$ cat src/rtl/ext_bus_register_bank.sv
// ext_bus_register_bank
//   A bank of NUM_REGS registers, each DATA_W bits wide, that sits on the slave side of the
//   Avalon-to-external-bus bridge. It supports byte-lane writes and WAIT_STATES extra cycles
//   before acknowledge.
//
//   Out-of-range addresses are still acknowledged, so the bus never hangs:
//     - reads of an out-of-range address return 0;
//     - writes to an out-of-range address are dropped.
//
//   Optional feature, enabled by defining EXT_BUS_WR_LOCK_EN:
//     - register NUM_REGS-1 becomes a lock mask;
//     - while bit i of the mask is 1, writes to register i are acknowledged but discarded.
//
// Ports:
//   clk_clk        rising-edge clock
//   reset_reset    synchronous, active-high reset
//   address        bridge byte address (ADDR_W)
//   bus_enable     request, held by the bridge until it sees acknowledge
//   byte_enable    per-lane write enables (DATA_W/8)
//   rw             1 = read, 0 = write
//   write_data     write data (DATA_W)
//   acknowledge    one-cycle completion pulse
//   read_data      read result; valid in the acknowledge cycle, held until the next one
//   registers_flat register i at bits [i*DATA_W +: DATA_W]
//   write_strobe   one-cycle pulse, aligned with acknowledge, for the register that was written
module ext_bus_register_bank #(
  parameter int                WAIT_STATES = 1,
  parameter int                DATA_W      = 16,
  parameter int                NUM_REGS    = 8,
  parameter int                ADDR_W      = 19,
  parameter logic [DATA_W-1:0] REG_RESET   = '0
) (
  input  logic                         clk_clk,
  input  logic                         reset_reset,
  input  logic [ADDR_W-1:0]            address,
  input  logic                         bus_enable,
  input  logic [DATA_W/8-1:0]          byte_enable,
  input  logic                         rw,
  input  logic [DATA_W-1:0]            write_data,
  output logic                         acknowledge,
  output logic [DATA_W-1:0]            read_data,
  output logic [NUM_REGS*DATA_W-1:0]   registers_flat,
  output logic [NUM_REGS-1:0]          write_strobe
);

  localparam int LANES = DATA_W / 8;
  localparam int LSB   = $clog2(LANES);
  localparam int IDX   = $clog2(NUM_REGS);

  localparam logic [1:0] S_IDLE = 2'd0;
  localparam logic [1:0] S_WAIT = 2'd1;
  localparam logic [1:0] S_ACK  = 2'd2;
  localparam logic [1:0] S_HOLD = 2'd3;

  logic [1:0]        state, state_nxt;
  logic [3:0]        wait_cnt;
  logic [ADDR_W-1:0] addr_q;
  logic [LANES-1:0]  be_q;
  logic              rw_q;
  logic [DATA_W-1:0] wdata_q;
  logic [DATA_W-1:0] read_data_q;
  logic [DATA_W-1:0] regs [NUM_REGS];

  logic [IDX-1:0]    idx;
  logic              in_range;
  logic              locked;
  logic              wr_fire;
  logic [DATA_W-1:0] rd_sel;

  // Decoding works from the captured address, so the bridge may change its inputs
  // after the request has been taken.
  assign idx      = addr_q[LSB +: IDX];
  assign in_range = (addr_q >> (LSB + IDX)) == '0;

`ifdef EXT_BUS_WR_LOCK_EN
  logic [DATA_W-1:0] lock_mask;
  assign lock_mask = regs[NUM_REGS-1];
  // The lock register itself is always writable.
  assign locked    = (idx != IDX'(NUM_REGS - 1)) && lock_mask[idx];
`else
  assign locked    = 1'b0;
`endif

  // A write with no lanes enabled has no effect and produces no strobe.
  assign wr_fire     = (state == S_ACK) && !rw_q && in_range && (|be_q) && !locked;
  assign rd_sel      = in_range ? regs[idx] : '0;
  assign acknowledge = (state == S_ACK);
  assign read_data   = (state == S_ACK && rw_q) ? rd_sel : read_data_q;

  always_comb begin
    // NOTE: every signal driven here gets a default first, so no path can infer a latch.
    write_strobe = '0;
    if (wr_fire) write_strobe[idx] = 1'b1;
  end

  always_comb begin
    state_nxt = state;
    case (state)
      S_IDLE: if (bus_enable) state_nxt = (WAIT_STATES > 0) ? S_WAIT : S_ACK;
      // The counter is loaded with WAIT_STATES (at least 1 here), so reaching 1
      // means this is the last wait cycle.
      S_WAIT: if (wait_cnt == 4'd1) state_nxt = S_ACK;
      S_ACK:  state_nxt = S_HOLD;
      S_HOLD: if (!bus_enable) state_nxt = S_IDLE;
      default: state_nxt = S_IDLE;
    endcase
  end

  always_ff @(posedge clk_clk) begin
    // NOTE: sequential state uses non-blocking assignments only, so every flop
    // samples pre-edge values whatever order the blocks run in.
    if (reset_reset) begin
      state       <= S_IDLE;
      wait_cnt    <= '0;
      addr_q      <= '0;
      be_q        <= '0;
      rw_q        <= 1'b0;
      wdata_q     <= '0;
      read_data_q <= '0;
    end else begin
      state <= state_nxt;
      if (state == S_IDLE && bus_enable) begin
        addr_q   <= address;
        be_q     <= byte_enable;
        rw_q     <= rw;
        wdata_q  <= write_data;
        wait_cnt <= 4'(WAIT_STATES);
      end else if (state == S_WAIT) begin
        wait_cnt <= wait_cnt - 4'd1;
      end
      if (state == S_ACK && rw_q) read_data_q <= rd_sel;
    end
  end

  always_ff @(posedge clk_clk) begin
    // NOTE: the register array is reset on purpose. Every register has a defined
    // power-on value that consumers see, so this array is not treated as an
    // uninitialised RAM.
    if (reset_reset) begin
      for (int i = 0; i < NUM_REGS; i++) regs[i] <= REG_RESET;
    end else if (wr_fire) begin
      for (int b = 0; b < LANES; b++)
        if (be_q[b]) regs[idx][8*b +: 8] <= wdata_q[8*b +: 8];
    end
  end

  for (genvar g = 0; g < NUM_REGS; g++) begin : g_flat
    assign registers_flat[g*DATA_W +: DATA_W] = regs[g];
  end

endmodule

$ cat config.mk
export PLATFORM = sky130hd
export DESIGN_NAME = ext_bus_register_bank
export DESIGN_NICKNAME = d
export VERILOG_FILES = /design/src/rtl/ext_bus_register_bank.sv
export SDC_FILE = /design/constraint.sdc
export NUM_CORES = 1
export LEC_CHECK = 0
export CORE_AREA = 2 2 140 142
export DETAILED_ROUTE_END_ITERATION = 10
export DIE_AREA = 0 0 142 144
export PLACE_DENSITY = 0.8
export SYNTH_ARGS = -nofsm -noshare
export SYNTH_HDL_FRONTEND = slang
export SYNTH_SLANG_ARGS = --single-unit
$ cat constraint.sdc
create_clock -name clk_clk -period 2.1 [get_ports clk_clk]
set_input_delay 0.525 -clock clk_clk [delete_from_list [all_inputs] [get_ports clk_clk]]
set_output_delay 0.525 -clock clk_clk [all_outputs]
set_load 0.05 [all_outputs]
; Yosys cells after proc, flatten, opt, wreduce, memory -nomap -nowiden
; Memories as Yosys holds them, arrays and structs flattened. A register that Yosys moved wholly into a read port is not among the register bits.
; Cells that the tools add are included.
[word_totals]
elab_cells = 59
input_bits = 41
n_memories = 1
latch_bits = 0
ramBits = 128
output_inout_bits = 153
mem_bits_ro = 0
regBits = 60
[classes]
div_mod_pow = 0
n_shift = 0
reduce_logical = 14
bitwise_logic = 0
n_lt_le_gt_ge = 2
addsub = 1
n_eq_ne = 7
multipliers = 0
mux = 26
[mem_list]
columns = name, depth, width, rd, rd_clocked_by_memory_dff, wr, line
row1 = regs, 8, 16, 9, 1, 8, 62  ; logic [DATA_W-1:0] regs [NUM_REGS];
[op_table]
columns = op, n
row1 = two-way mux 16 bit, 3
row2 = logical NOT 19 bit, 1
row3 = OR reduction 16 bit, 1
row4 = two-way mux 1 bit, 13
row5 = two-way mux 3 bit, 3
row6 = two-way mux 2 bit, 4
row7 = two-way mux 8 bit, 1
row8 = one-hot mux 2 bit (4 select lines), 1
row9 = logical AND 1 bit, 6
row10 = "!= test 2 bit, second input constant", 3
row11 = "equality test 2 bit, second input constant", 2
row12 = "equality test 4 x 1 -> 1 bit, second input constant", 1
row13 = "less-than comparator 3 x 4 -> 1 bit, second input constant", 1
row14 = OR reduction 2 bit, 2
row15 = "subtractor 4 x 1 -> 4 bit, second input constant", 1
row16 = demux 1 bit (select 3 bit), 1
row17 = ">= comparator 3 x 1 -> 1 bit, second input constant", 1
row18 = AND reduction 3 bit, 1
row19 = "equality test 2 x 1 -> 1 bit, second input constant", 1
row20 = logical NOT 2 bit, 1
row21 = nonzero test 2 bit, 1
row22 = logical NOT 1 bit, 1

; Logic depth before layout (Yosys ltp)
[depth]
ltp_word = 9
ltp_mapped = 7
ltp_nobuf = 6

; Worst setup path after synthesis
; OpenSTA, ideal clock, no wires.
[synth_timing]
path_kind = reg2out
startpoint = reg state[0]
endpoint = out read_data[0]
setup_slack_ns = -0.941
stages_incl_launch_ff = 6
t_required_ns = 1.575
arrival_ns = 2.516
path_cell_list = dfxtp_1 inv_1 ha_1 nand3_1 clkbuf_1 o21ai_0
[synth_via]
elab_chain_cells = 3
[synth_lines]
columns = element, line
row1 = start: declaration, 55  ; logic [1:0] state, state_nxt;
row2 = start signal: assignment, 121  ; state <= state_nxt;
row3 = equality test 2 bit, --
row4 = named net acknowledge, 40  ; output logic acknowledge,
row5 = logical AND 1 bit, 88  ; assign read_data = (state == S_ACK && rw_q) ? rd_sel : read_data_q;
row6 = two-way mux 16 bit, --
row7 = end: declaration, 41  ; output logic [DATA_W-1:0] read_data,
; The timed path passes the listed nets, and every way through them passes these cells.

==> metrics <==
outcome finished, violations left; failing checks negative setup slack; ant diodes 0; Clk pwr share 0.297; FMAX 375.7 MHz; CP required 2.46 ns; cell area after layout 12350 um^2; fillers 1421; Post-Synth Adder-Cell Area 0.008981; hold crit path type reg -> reg; Final HPWL DP 17.53 mm; sequential standard cell area 5095 um^2; final setup violation count 25; element type at the critical path start flop; CTS tree yes; Final ANT Viol Nets 0; Pins Over Slew Limit 0; Slew @ Worst Pin 0.7138 ns; multiplexer area fraction after synthesis 0.1066; RSZ-0062 raised after global routing true; combinational family with the most area after synthesis simple AND/OR/NAND/NOR gates; Final min period 2.661 ns; Post-Syn Instances 750; total track usage 0.2490; clk slew on worst S/H paths 0.07 ns; Clock Sinks 190; P_int 7381 uW; crit path capture type flop; CP max FO 6; global-route wire length before repair 38.03 mm; syn avg cell area 11.15 um^2; Leakage 0.004649 uW; clk_skew 0.01121 ns; max_cap viols 0; Final Hold Viols 0; placer congestion estimate 0.8641; worst-skew pair later-pin latency 0.44 ns; clk buf depth 2; critical path class reg -> reg; multi-input logic area 3395 um^2; DRT Pass-1 Iters 5; clk root buf clkbuf_16; grt ovf 0; syn_nets 797; via count 6973; Tcrit/Tclk final 1.267; switching fraction of total power 0.3073; worst hold slack 0.4510 ns; Num CTS Buffers 17; vias in the first global route 6838; IO Port Bufs 192; I/O pin count 194; Placed Instance Area 11500 um^2; Yosys warning total 0; setup ws final -0.5615 ns; Seq cells post-synth 190; Synth top area share 0.4598; drt wl/cell 19.95 um; core area 19080 um^2; Synth Area in XOR/XNOR 0.003143; area grow syn2layout 47.79%; Vias/cell 5.552; Rows 51; DIE HEIGHT 144 um; die area 20450 um^2; layout cells sized above 1 0.2672; H-tree depth 4; post-synthesis sequential area ratio 0.6083; Initial Utilization 0.4381; Post-Synth Simple-Gate Area 0.1771; die width 142 um; Mapped Area 8359 um^2; Synth cell types 38; DR iter-0 viols 641; sw power 3275 uW; Cell Pwr Density 862.5 nW/um^2; Data arrival, critical path 3.02 ns; area leader, netlist edfxtp_1; Relative slew margins 0.5231; complex-gate fraction of the synthesized area 0.06511; Combinational Power Share 0.276; DRC 0; nets@finish 1052; Reg power frac 0.426; top post-synthesis cells by area edfxtp_1 (46%), dfxtp_1 (15%), mux4_2 (8.6%), nand2_1 (6.5%), nor2_1 (6.0%); peak supply drop 0.7022 mV; initial antenna violation count 0; largest net degree at the start of global routing 64; final WL 25.06 mm
-- path summary, 6_finish.rpt --
| path | endpoint | slack, ns | from | depth (start not counted) |
|---|---|---|---|---|
| max | read_data_q[7] | -0.56 | flop | 16 |
| min | read_data_q[12] | 0.45 | read_data_q[12] | 2 |
| max reg2reg | read_data_q[7] | -0.56 | flop | 16 |
| min reg2reg | read_data_q[12] | 0.45 | read_data_q[12] | 2 |
-- cell families (layout without fill, tap and decap cells) --
| kind of cell | after synthesis | in the layout |
|---|---|---|
| compound gates | 90 | 90 |
| xor+xnor | 3 | 3 |
| fa+ha+maj | 6 | 6 |
| buf+inv | 62 | 330 |
| flops | 190 | 190 |
| mux | 49 | 49 |
| simple gates | 350 | 350 |
-- power by group through the flow --
stage	Clock, uW	Combinational [uW]	Sequential, uW
2_1_floorplan	0	1400	4820
3_3_place_gp	0	2620	4580
3_5_place_dp	0	2680	4590
4_1_cts	3190	2860	4520
5_1_grt	3350	3160	4580
6_report	3170	2950	4540
-- metal layers --
layer / GRT usage / part of all wire / routed length [um]
met1: 0.3268 / 0.39 / 9769
met3: 0.05728 / 0.092 / 2298
met2: 0.4083 / 0.49 / 12270
met5: 0 / 0 / 0
met4: 0.08947 / 0.029 / 719
-- worst max-delay path, stage by stage (launching register included) --
cell	delay (ns)
dfxtp_4	0.37
buf_12	0.15
buf_4	0.15
mux4_2	0.34
mux2i_2	0.08
buf_4	0.14
buf_4	0.12
buf_4	0.12
buf_4	0.12
buf_4	0.12
buf_4	0.12
buf_4	0.12
buf_4	0.12
buf_4	0.12
buf_4	0.12
buf_4	0.12
o21ai_2	0.15
-- synthesized netlist by cell type --
cell type  number
and2_1         11
a2111oi_0       1
nand3_1        29
nor4_2          3
nand4b_1        1
or3b_2          1
a41o_1          8
o21ai_1         9
xor2_1          1
clkbuf_1       39
a31o_2          8
nand2_1       144
a21oi_1        39
a221oi_2        1
or2_2           1
and4_1          1
buf_6           1
dfxtp_1        62
nor3b_1         1
edfxtp_1      128
inv_1           4
nand2b_1        2
buf_2          14
buf_1           4
nand4_1         1
nor2b_1         7
or3b_4          1
o21ai_0        22
nor2_1        134
mux2i_1        17
mux4_2         32
nor4b_1         1
ha_1            6
and3_2          1
a211oi_1        1
xnor2_1         2
nor3_1         11
o22ai_2         1
-- state kept, by name (all words and copies together), names as in the netlist, named ones only --
register	count
state	2
wait_cnt	4
wdata_q	16
regs	128
rw_q	1
addr_q	18
read_data_q	16
be_q	2
-- layout by cell type, fill, tap and decap left out, types with 4 or more instances in the layout --
| master | instances |
|---|---|
| mux2i_2 | 4 |
| a41o_1 | 7 |
| a21oi_1 | 39 |
| inv_4 | 4 |
| clkdlybuf4s50_1 | 38 |
| nand2_1 | 144 |
| edfxtp_1 | 128 |
| nand3_1 | 28 |
| nor3_1 | 9 |
| buf_4 | 101 |
| o21ai_4 | 11 |
| mux4_2 | 32 |
| buf_12 | 39 |
| nor2_1 | 126 |
| o21ai_0 | 6 |
| nor2_4 | 8 |
| buf_6 | 6 |
| o21ai_1 | 8 |
| dlygate4sd2_1 | 107 |
| a31o_4 | 5 |
| ha_1 | 5 |
| mux2i_1 | 12 |
| dfxtp_1 | 56 |
| and2_1 | 11 |
| dfxtp_2 | 5 |
| nor2b_1 | 5 |
| o21ai_2 | 6 |
| clkbuf_16 | 20 |
-- final cells by class --
cell class | instances | area share
multi-input combinational | 498 | 0.2748
tap | 238 | 0.02410
inverter | 4 | 0.001215
sequential | 190 | 0.4124
timing repair buffer | 294 | 0.2403
clock buffer | 25 | 0.04365
clock inverter | 7 | 0.003545
-- timing repair --
action / in CTS / in global routing
setup buffers: 17 / 3
pin swaps: 6 / 7
gates resized for setup: 129 / 20
hold buffers: 0 / 0
endpoints found under the setup margin: 132 / 133
gates cloned: 2 / 0
-- metrics by stage --
stage | total power [uW] | std cells | TNS (ns) | worst slack, ns | utilization
finish | 10660 | 1256 | -11.73 | -0.5615 | 0.6475
global route | 11090 | 1256 | -13.87 | -0.6283 | 0.6475
CTS | 10570 | 1254 | -11.70 | -0.5729 | 0.6412
global placement | 7199 | 1203 | -1.199 | -0.1376 | 0.6027
detailed placement | 7270 | 1203 | -2.983 | -0.1699 | 0.6027
floorplan | 6219 | 750 | -2.116 | -0.1820 | -
(Power assumes the default switching activity.)
